File: config.mk
export PLATFORM = sky130hd
export DESIGN_NAME = conf_spi_master
export DESIGN_NICKNAME = d
export VERILOG_FILES = /design/src/rtl/conf_spi_master.sv
export SDC_FILE = /design/constraint.sdc
export NUM_CORES = 1
export LEC_CHECK = 0
export CAP_MARGIN = 30
export CORE_MARGIN = 1
export CORE_UTILIZATION = 40
export DETAILED_ROUTE_END_ITERATION = 16
export PLACE_DENSITY = 0.69
export SYNTH_ARGS = -nofsm -noshare
export SYNTH_HDL_FRONTEND = slang
export SYNTH_SLANG_ARGS = --single-unit
File: constraint.sdc
create_clock -name clk_i -period 2.2 [get_ports clk_i]
set_input_delay 0.44 -clock clk_i [delete_from_list [all_inputs] [get_ports clk_i]]
set_output_delay 0.44 -clock clk_i [all_outputs]
set_load 0.1 [all_outputs]
File: src/rtl/conf_spi_master.sv
`default_nettype none
// ============================================================================
// Module : conf_spi_master
// Brief  : Host-side SPI (mode 0) master for the channel configuration port.
//          Sends one CONF_WR/CONF_RD command byte (dc=0), then CONF_BYTES
//          data bytes (dc=1) from a show-ahead source or collected from MISO.
// Rev    : 1.0  initial release
// ============================================================================
module conf_spi_master #(
    parameter int         CLK_DIV    = 2,
    parameter int         CONF_BYTES = 8,
    parameter logic [7:0] WR_CMD     = 8'h2A,
    parameter logic [7:0] RD_CMD     = 8'h2D
) (
    input  logic       clk_i,
    input  logic       rst_i,
    input  logic       cmd_vld_i,
    input  logic       cmd_rw_i,
    output logic       cmd_rdy_o,
    output logic       tx_byte_rd_o,
    input  logic [7:0] tx_byte_i,
    output logic       rx_byte_vld_o,
    output logic [7:0] rx_byte_o,
    output logic       done_o,
    output logic       spi_sclk_o,
    output logic       spi_mosi_o,
    output logic       spi_cs_n_o,
    input  logic       spi_miso_i,
    output logic       dc_o
);

    localparam int                 c_div_w   = (CLK_DIV > 1) ? $clog2(CLK_DIV) : 1;
    localparam int                 c_byte_w  = $clog2(CONF_BYTES + 1);
    localparam logic [c_div_w-1:0] c_div_last  = c_div_w'(CLK_DIV - 1);
    localparam logic [c_byte_w-1:0] c_byte_last = c_byte_w'(CONF_BYTES - 1);

    typedef enum logic [2:0] {
        S_IDLE  = 3'd0,
        S_SETUP = 3'd1,
        S_CMD   = 3'd2,
        S_DATA  = 3'd3,
        S_HOLD  = 3'd4
    } state_t;

    state_t              r_state;
    logic [c_div_w-1:0]  r_div;
    logic                r_phase;     // 0 = sclk low half, 1 = sclk high half
    logic [2:0]          r_bit;
    logic [c_byte_w-1:0] r_byte;
    logic                r_rw;
    logic [7:0]          r_tx_sr;
    logic [7:0]          r_rx_sr;

    logic       r_cmd_rdy;
    logic       r_tx_rd;
    logic       r_rx_vld;
    logic [7:0] r_rx_byte;
    logic       r_done;
    logic       r_sclk;
    logic       r_mosi;
    logic       r_cs_n;
    logic       r_dc;

    logic       w_div_end;
    logic [7:0] w_cmd_byte;
    logic       w_rd_data;

    assign w_div_end  = (r_div == c_div_last);
    assign w_cmd_byte = r_rw ? RD_CMD : WR_CMD;
    assign w_rd_data  = (r_state == S_DATA) && r_rw;

    always_ff @(posedge clk_i or posedge rst_i) begin
        if (rst_i) begin
            r_state   <= S_IDLE;
            r_div     <= '0;
            r_phase   <= 1'b0;
            r_bit     <= 3'd7;
            r_byte    <= '0;
            r_rw      <= 1'b0;
            r_tx_sr   <= 8'h00;
            r_rx_sr   <= 8'h00;
            r_cmd_rdy <= 1'b1;
            r_tx_rd   <= 1'b0;
            r_rx_vld  <= 1'b0;
            r_rx_byte <= 8'h00;
            r_done    <= 1'b0;
            r_sclk    <= 1'b0;
            r_mosi    <= 1'b0;
            r_cs_n    <= 1'b1;
            r_dc      <= 1'b0;
        end else begin
            r_tx_rd  <= 1'b0;
            r_rx_vld <= 1'b0;
            r_done   <= 1'b0;

            case (r_state)
                S_IDLE: begin
                    if (cmd_vld_i && r_cmd_rdy) begin
                        r_rw      <= cmd_rw_i;
                        r_cs_n    <= 1'b0;
                        r_cmd_rdy <= 1'b0;
                        r_div     <= '0;
                        r_state   <= S_SETUP;
                    end
                end

                S_SETUP: begin
                    if (w_div_end) begin
                        r_div   <= '0;
                        r_phase <= 1'b0;
                        r_bit   <= 3'd7;
                        r_mosi  <= w_cmd_byte[7];
                        r_tx_sr <= {w_cmd_byte[6:0], 1'b0};
                        r_state <= S_CMD;
                    end else begin
                        r_div <= r_div + 1'b1;
                    end
                end

                S_CMD, S_DATA: begin
                    // The payload byte only arrives in the first low cycle of
                    // bit 7, so its MSB reaches mosi one cycle into that phase.
                    if (r_tx_rd) begin
                        r_tx_sr <= {tx_byte_i[6:0], 1'b0};
                        r_mosi  <= tx_byte_i[7];
                    end
                    if (!w_div_end) begin
                        r_div <= r_div + 1'b1;
                    end else begin
                        r_div <= '0;
                        if (!r_phase) begin
                            r_phase <= 1'b1;
                            r_sclk  <= 1'b1;
                        end else begin
                            r_phase <= 1'b0;
                            r_sclk  <= 1'b0;
                            r_rx_sr <= {r_rx_sr[6:0], spi_miso_i};
                            if (w_rd_data && (r_bit == 3'd0)) begin
                                r_rx_byte <= {r_rx_sr[6:0], spi_miso_i};
                                r_rx_vld  <= 1'b1;
                            end
                            if (r_bit != 3'd0) begin
                                r_bit   <= r_bit - 3'd1;
                                r_mosi  <= w_rd_data ? 1'b0 : r_tx_sr[7];
                                r_tx_sr <= {r_tx_sr[6:0], 1'b0};
                            end else if ((r_state == S_CMD) || (r_byte != c_byte_last)) begin
                                r_bit   <= 3'd7;
                                r_dc    <= 1'b1;
                                r_mosi  <= 1'b0;
                                r_tx_rd <= ~r_rw;
                                r_byte  <= (r_state == S_CMD) ? '0 : r_byte + 1'b1;
                                r_state <= S_DATA;
                            end else begin
                                r_dc    <= 1'b0;
                                r_mosi  <= 1'b0;
                                r_state <= S_HOLD;
                            end
                        end
                    end
                end

                S_HOLD: begin
                    // Two divider periods with sclk parked low before releasing cs_n.
                    if (!w_div_end) begin
                        r_div <= r_div + 1'b1;
                    end else begin
                        r_div <= '0;
                        if (!r_phase) begin
                            r_phase <= 1'b1;
                        end else begin
                            r_phase   <= 1'b0;
                            r_cs_n    <= 1'b1;
                            r_done    <= 1'b1;
                            r_cmd_rdy <= 1'b1;
                            r_state   <= S_IDLE;
                        end
                    end
                end

                default: begin
                    r_state <= S_IDLE;
                end
            endcase
        end
    end

    assign cmd_rdy_o     = r_cmd_rdy;
    assign tx_byte_rd_o  = r_tx_rd;
    assign rx_byte_vld_o = r_rx_vld;
    assign rx_byte_o     = r_rx_byte;
    assign done_o        = r_done;
    assign spi_sclk_o    = r_sclk;
    assign spi_mosi_o    = r_mosi;
    assign spi_cs_n_o    = r_cs_n;
    assign dc_o          = r_dc;

endmodule
`default_nettype wire

# --- Word level (Yosys, flattened, before mapping) ---
# Index checks and enable logic that the tools add are counted.
totals:
  in_bits: 13
  output_inout_bits: 16
  word_cells: 114
  register_bits: 43
classes:
  bitwise_logic: 2
  muxes: 53
  n_reduce_logical: 26
  addsub: 3
  n_eq_ne: 14
op_table:
  columns: ["op", "n"]
  rows:
  - ["2-to-1 mux 3 bit", 14]
  - ["2-to-1 mux 8 bit", 5]
  - ["2-to-1 mux 1 bit", 26]
  - ["case mux 8 bit (2 select lines)", 1]
  - ["inequality test 2 bit (second input constant)", 7]
  - ["case mux 3 bit (4 select lines)", 1]
  - ["AND reduction 4 bit", 3]
  - ["AND reduction 5 bit", 2]
  - ["case mux 1 bit (2 select lines)", 4]
  - ["AND reduction 2 bit", 4]
  - ["nonzero test 2 bit", 4]
  - ["AND reduction 7 bit", 1]
  - ["equality test 3 x 2 -> 1 bit (second input constant)", 2]
  - ["zero test 3 bit", 2]
  - ["case mux 3 bit (2 select lines)", 1]
  - ["AND reduction 3 bit", 2]
  - ["adder 4 x 1 -> 4 bit (second input constant)", 1]
  - ["2-to-1 mux 4 bit", 1]
  - ["inequality test 4 x 3 -> 1 bit (second input constant)", 1]
  - ["OR reduction 4 bit", 1]
  - ["equality test 3 x 1 -> 1 bit (second input constant)", 1]
  - ["equality test 3 bit (second input constant)", 1]
  - ["logical AND 1 bit", 3]
  - ["inequality test 3 bit (second input constant)", 1]
  - ["8 further kinds", 9]

# --- Depth between registers and ports, before layout ---
# Gate-level depths: netlist of run 1.
depth:
  word_depth: 7
  mapped_depth: 7
  mapped_depth_nobuf: 6

# --- Worst setup path before layout of run 1 ---
# No wires, ideal clock.
synth_path:
  path_kind: "reg2reg"
  startpoint: "reg r_tx_rd, in the netlist tx_byte_rd_o"
  endpoint: "reg r_mosi, in the netlist spi_mosi_o"
  setup_time_ns: 0.124
  t_arrival_ns: 1.710
  t_required_ns: 2.076
  path_stages_with_launch: 6
  synth_period_minus_slack_ns: 1.834
  setup_slack_ns: 0.366
  path_buffers: 1
  path_cell_list: "dfrtp_1 > buf_2 > mux2i_1 > nor2_1 > a31oi_1 > o2bb2ai_1"
synth_via:
  elab_chain_len: 4
synth_lines:
  columns: ["element", "line", "text"]
  rows:
  - ["from (decl)", "55", "logic r_tx_rd;"]
  - ["from (signal assigned)", "150", "r_tx_rd <= ~r_rw;"]
  - ["2-to-1 mux 1 bit *", "123", "if (r_tx_rd) begin"]
  - ["2-to-1 mux 1 bit", "131", "if (!r_phase) begin"]
  - ["2-to-1 mux 1 bit *", "127", "if (!w_div_end) begin"]
  - ["case mux 1 bit (2 select lines) *", "96", "case (r_state)"]
  - ["to (signal assigned)", "112", "r_mosi <= w_cmd_byte[7];"]
  - ["to (signal assigned)", "125", "r_mosi <= tx_byte_i[7];"]
  - ["to (signal assigned)", "144", "r_mosi <= w_rd_data ? 1'b0 : r_tx_sr[7];"]
  - ["to (decl)", "60", "logic r_mosi;"]
# Mark *: on every way between the ends. The rest lies on a longest branch, timed or not.
# A chain may end at the register's enable or synchronous reset.

# --- Worst setup path after layout of run 1 ---
layout_path:
  startpoint: "reg r_bit[1]"
  endpoint: "reg r_rx_byte[0], in the netlist rx_byte_o[0]"
layout_via:
  elab_chain_len: 3
layout_lines:
  columns: ["element", "line", "text"]
  rows:
  - ["from (decl)", "48", "logic [2:0] r_bit;"]
  - ["from (signal assigned)", "143", "r_bit <= r_bit - 3'd1;"]
  - ["zero test 3 bit", "138", "if (w_rd_data && (r_bit == 3'd0)) begin"]
  - ["logical AND 1 bit", "138", null]
  - ["AND reduction 4 bit (no line)", null, null]
  - ["to (signal assigned)", "139", "r_rx_byte <= {r_rx_sr[6:0], spi_miso_i};"]
  - ["to (decl)", "57", "logic [7:0] r_rx_byte;"]
# No other way between the ends.

==> out/metrics.csv, run 1 <==
metric;value;unit
synth_most_common_cell;sky130_fd_sc_hd__dfrtp_1;
grt_first_pass_wirelength;7160;um
worst_path_dominant_cell_family;simple AND/OR/NAND/NOR gates;
netlist_instances;210;
synth_cell_type_count;45;
holdBufCountCts;0;
hold-path-cell-count;2;
timing.critical_path.fanout_max;9;
final.period_utilization;0.919;
global_route.usage.total;0.170;
timing.critical_path.slowest_stage_cell;sky130_fd_sc_hd__dfstp_2;
routabilityCongestion;0.800;
timing.fmax;0.494;GHz
chipHeight;74.9;um
clkLatencyLatePin;0.30;ns
grt_remaining_overflow;0;
vias;1634;
hold-path-endpoint;r_rx_sr[6]$_DFFE_PP0P_;
max-cap-violations;0;
area_growth;18.9;%
placedCellCount;303;
slew_violations;0;
timing.setup.critical_path_class;reg2reg;
cts_repair_resize_count;0;
floorplan.rows;26;
totalWireLength;4170;um
detail_route.drc_violations;0;
worstPathCellList;inv_1 -> ha_1 -> nor2b_1 -> buf_4 -> nand3_4 -> nor2_8 -> mux2_2;
final-instance-count-excl-fill;311;
synth_top_cells_by_area;sky130_fd_sc_hd__dfrtp_1, sky130_fd_sc_hd__nand2_1, sky130_fd_sc_hd__mux2_2, sky130_fd_sc_hd__dfstp_2, sky130_fd_sc_hd__nor2_1;
cp_num_cells;7;
die-area;0.00561;mm^2
clock_skew;0.00501;ns
design.portCount;29;
worst_r2r_startpoint;r_bit[1]$_DFFE_PP1P_;
final_setup_violations;0;
worst_ep_arrival_time;2.21;ns
critical_path.max_stage_delay;0.37;ns
cts.sinks;43;
path_clk_slew;0.09;ns
synth_nets;226;
cts_max_path_buffers;2;
synth.ff_latch_count;43;
synth-edff-count;0;
dpl.hpwl;2830;um
clock_tree_from_tritoncts;built;
postSynth.topFlopCell;sky130_fd_sc_hd__dfrtp_1;
ff2ff_path_depth;7;
synthDominantAreaCellType;sky130_fd_sc_hd__dfrtp_1;
post_syn_area;0.00213;mm^2
portBuffers;28;
fraction_of_layout_instances_using_a_drive_strength_above_1;0.212;
worstPathBufferInverterCount;2;
cp-start-kind;flop;
cts-htree-levels;2;
drt_first_pass_iters;4;
detail-route-antenna-nets;0;
hold_path_class;reg2reg;
hold_viol_final;0;
timing.slew.headroom;0.627;
grt_pass1_vias;1571;
fill_cells;494;
r2r-end;rx_byte_o[0]$_DFFE_PP0P_;
hold_start;r_rx_sr[6]$_DFFE_PP0P_;
post_synth.cell_area_avg;10.1;um^2
required;2.39;ns
maximum_number_of_pins_on_one_net_before_global_route_repair;44;
drtIter0Drc;163;
pleak;0.00116;uW
antenna-diode-count;0;
initial_utilization;0.416;
synth_top_area_frac;0.459;
final_nets;256;
routed_wire_per_std_cell;13.4;um
post-cts-setup-buffers;0;
core;0.00511;mm^2
cts_made_buffers;5;
max-vdd-ir-drop;385;uV
setup_repair_after_global_routing_missed_its_margin;no;
synth_warnings;0;
die_w;74.9;um
fin_crit;2.02;ns
synth-async-reset-ratio;1.00;
power_per_standard_cell_area;550;mW/mm^2
critPathCaptureType;flop;
ctsRootBufferMaster;sky130_fd_sc_hd__clkbuf_8;
synth-seq-area-share;0.508;
reg2reg_setup_slack;0.18;ns
worst-slew-pin-transition;0.560;ns
vias_per_cell;5.25;
antenna_violations_before_repair;0;
post_synth_most_frequent_cells;sky130_fd_sc_hd__dfrtp_1, sky130_fd_sc_hd__nand2_1, sky130_fd_sc_hd__nor2_1, sky130_fd_sc_hd__a21oi_1, sky130_fd_sc_hd__o21ai_0;
fin_tns_setup;0;ns
worstSetupStartpoint;r_bit[1]$_DFFE_PP1P_;
status;complete, no violations;
[power breakdown]
group | total [uW] | internal, uW | leakage (uW) | switching, uW
sequential | 810 | 802 | 0.000531 | 8.24
combinational | 61.0 | 29.1 | 0.000580 | 31.9
clock | 521 | 227 | 0.0000443 | 294
[flip-flops by register name (all words and copies together), names as in the netlist]
name / cells
spi_cs_n_o: 1
spi_sclk_o: 1
tx_byte_rd_o: 1
r_rw: 1
r_byte: 4
done_o: 1
rx_byte_o: 8
r_bit: 3
r_phase: 1
r_state: 3
dc_o: 1
r_rx_sr: 7
r_tx_sr: 8
spi_mosi_o: 1
rx_byte_vld_o: 1
r_div: 1
[logic make-up after synthesis]
kind of cell	after synthesis	synth area share
buffers and inverters	14	0.0394
AO/OA/AOI/OAI	46	0.139
XOR/XNOR	1	0.00412
multiplexers	14	0.0718
adder cells (fa/ha/maj)	3	0.0176
flip-flops	43	0.508
AND/OR/NAND/NOR	89	0.219
[routing by layer]
metal  up-vias  part of all wire  global-route usage
met5         -                 0                   0
met4         0             0.016              0.0692
met3         6             0.031              0.0361
met2        32              0.47               0.266
met1       787              0.49               0.232
li1        809                 -                   -
[how the worst max path moves through the flow]
| stage | end | slack, ns |
|---|---|---|
| after floorplan | spi_mosi_o$_DFFE_PP0P_ | 0.37 |
| after global placement | rx_byte_o[3]$_DFFE_PP0P_ | 0.29 |
| after detailed placement | rx_byte_o[0]$_DFFE_PP0P_ | 0.23 |
| after CTS | rx_byte_o[0]$_DFFE_PP0P_ | 0.20 |
| after global routing | rx_byte_o[7]$_DFFE_PP0P_ | 0.09 |
| final | rx_byte_o[0]$_DFFE_PP0P_ | 0.18 |
[cell type report]
type | count | area [um^2] | area share
tap | 70 | 87.6 | 0.0346
multi-input combinational | 153 | 962 | 0.380
clock buffer | 5 | 68.8 | 0.0272
sequential | 43 | 1080 | 0.427
inverter | 4 | 15.0 | 0.00593
timing repair buffer | 33 | 290 | 0.115
clock inverter | 3 | 25.0 | 0.00989
[metrics by stage]
step	hold WS [ns]	setup slack, ns	util	instance area [um^2]	total power (uW)
2_1_floorplan	0.440	0.366	-	2130	855
3_5_place_dp	0.463	0.227	0.477	2440	888
5_1_grt	0.527	0.0875	0.495	2530	1440
4_1_cts	0.487	0.198	0.495	2530	1400
6_report	0.485	0.177	0.495	2530	1390
3_3_place_gp	0.461	0.291	0.477	2440	888
[worst register-to-register path: stages (launching register included)]
cell                      delay [ns]
sky130_fd_sc_hd__dfstp_2        0.37
sky130_fd_sc_hd__inv_1          0.08
sky130_fd_sc_hd__ha_1           0.21
sky130_fd_sc_hd__nor2b_1        0.32
sky130_fd_sc_hd__buf_4          0.22
sky130_fd_sc_hd__nand3_4        0.13
sky130_fd_sc_hd__nor2_8         0.23
sky130_fd_sc_hd__mux2_2         0.36
[cell usage in the layout (no fill, tap or decap), types with 10 or more instances in the layout]
cell,synthesis,final
sky130_fd_sc_hd__a21oi_1,12,12
sky130_fd_sc_hd__buf_4,3,20
sky130_fd_sc_hd__clkdlybuf4s50_1,0,12
sky130_fd_sc_hd__dfrtp_1,39,39
sky130_fd_sc_hd__mux2_2,10,10
sky130_fd_sc_hd__nand2_1,35,35
sky130_fd_sc_hd__nor2_1,18,18
sky130_fd_sc_hd__o21ai_0,11,11
No activity file was read; power rests on OpenSTA's default activity.
==> run 2: changes to the inputs <==
--- a/config.mk
+++ b/config.mk
@@ -10,6 +10,7 @@
 export CORE_UTILIZATION = 40
 export DETAILED_ROUTE_END_ITERATION = 16
 export PLACE_DENSITY = 0.69
+export SLEW_MARGIN = 20
 export SYNTH_ARGS = -nofsm -noshare
 export SYNTH_HDL_FRONTEND = slang
 export SYNTH_SLANG_ARGS = --single-unit
==> results of run 2 <==
Same layout as run 1: the final DEF is identical, and so are final timing and power.
==> run 3: changes to the inputs <==
--- a/config.mk
+++ b/config.mk
@@ -8,6 +8,7 @@
 export CAP_MARGIN = 30
 export CORE_MARGIN = 1
 export CORE_UTILIZATION = 40
+export CTS_CLUSTER_SIZE = 28
 export DETAILED_ROUTE_END_ITERATION = 16
 export PLACE_DENSITY = 0.69
 export SLEW_MARGIN = 20
==> results of run 3 <==
Same layout as run 1: the final DEF is identical, and so are final timing and power.
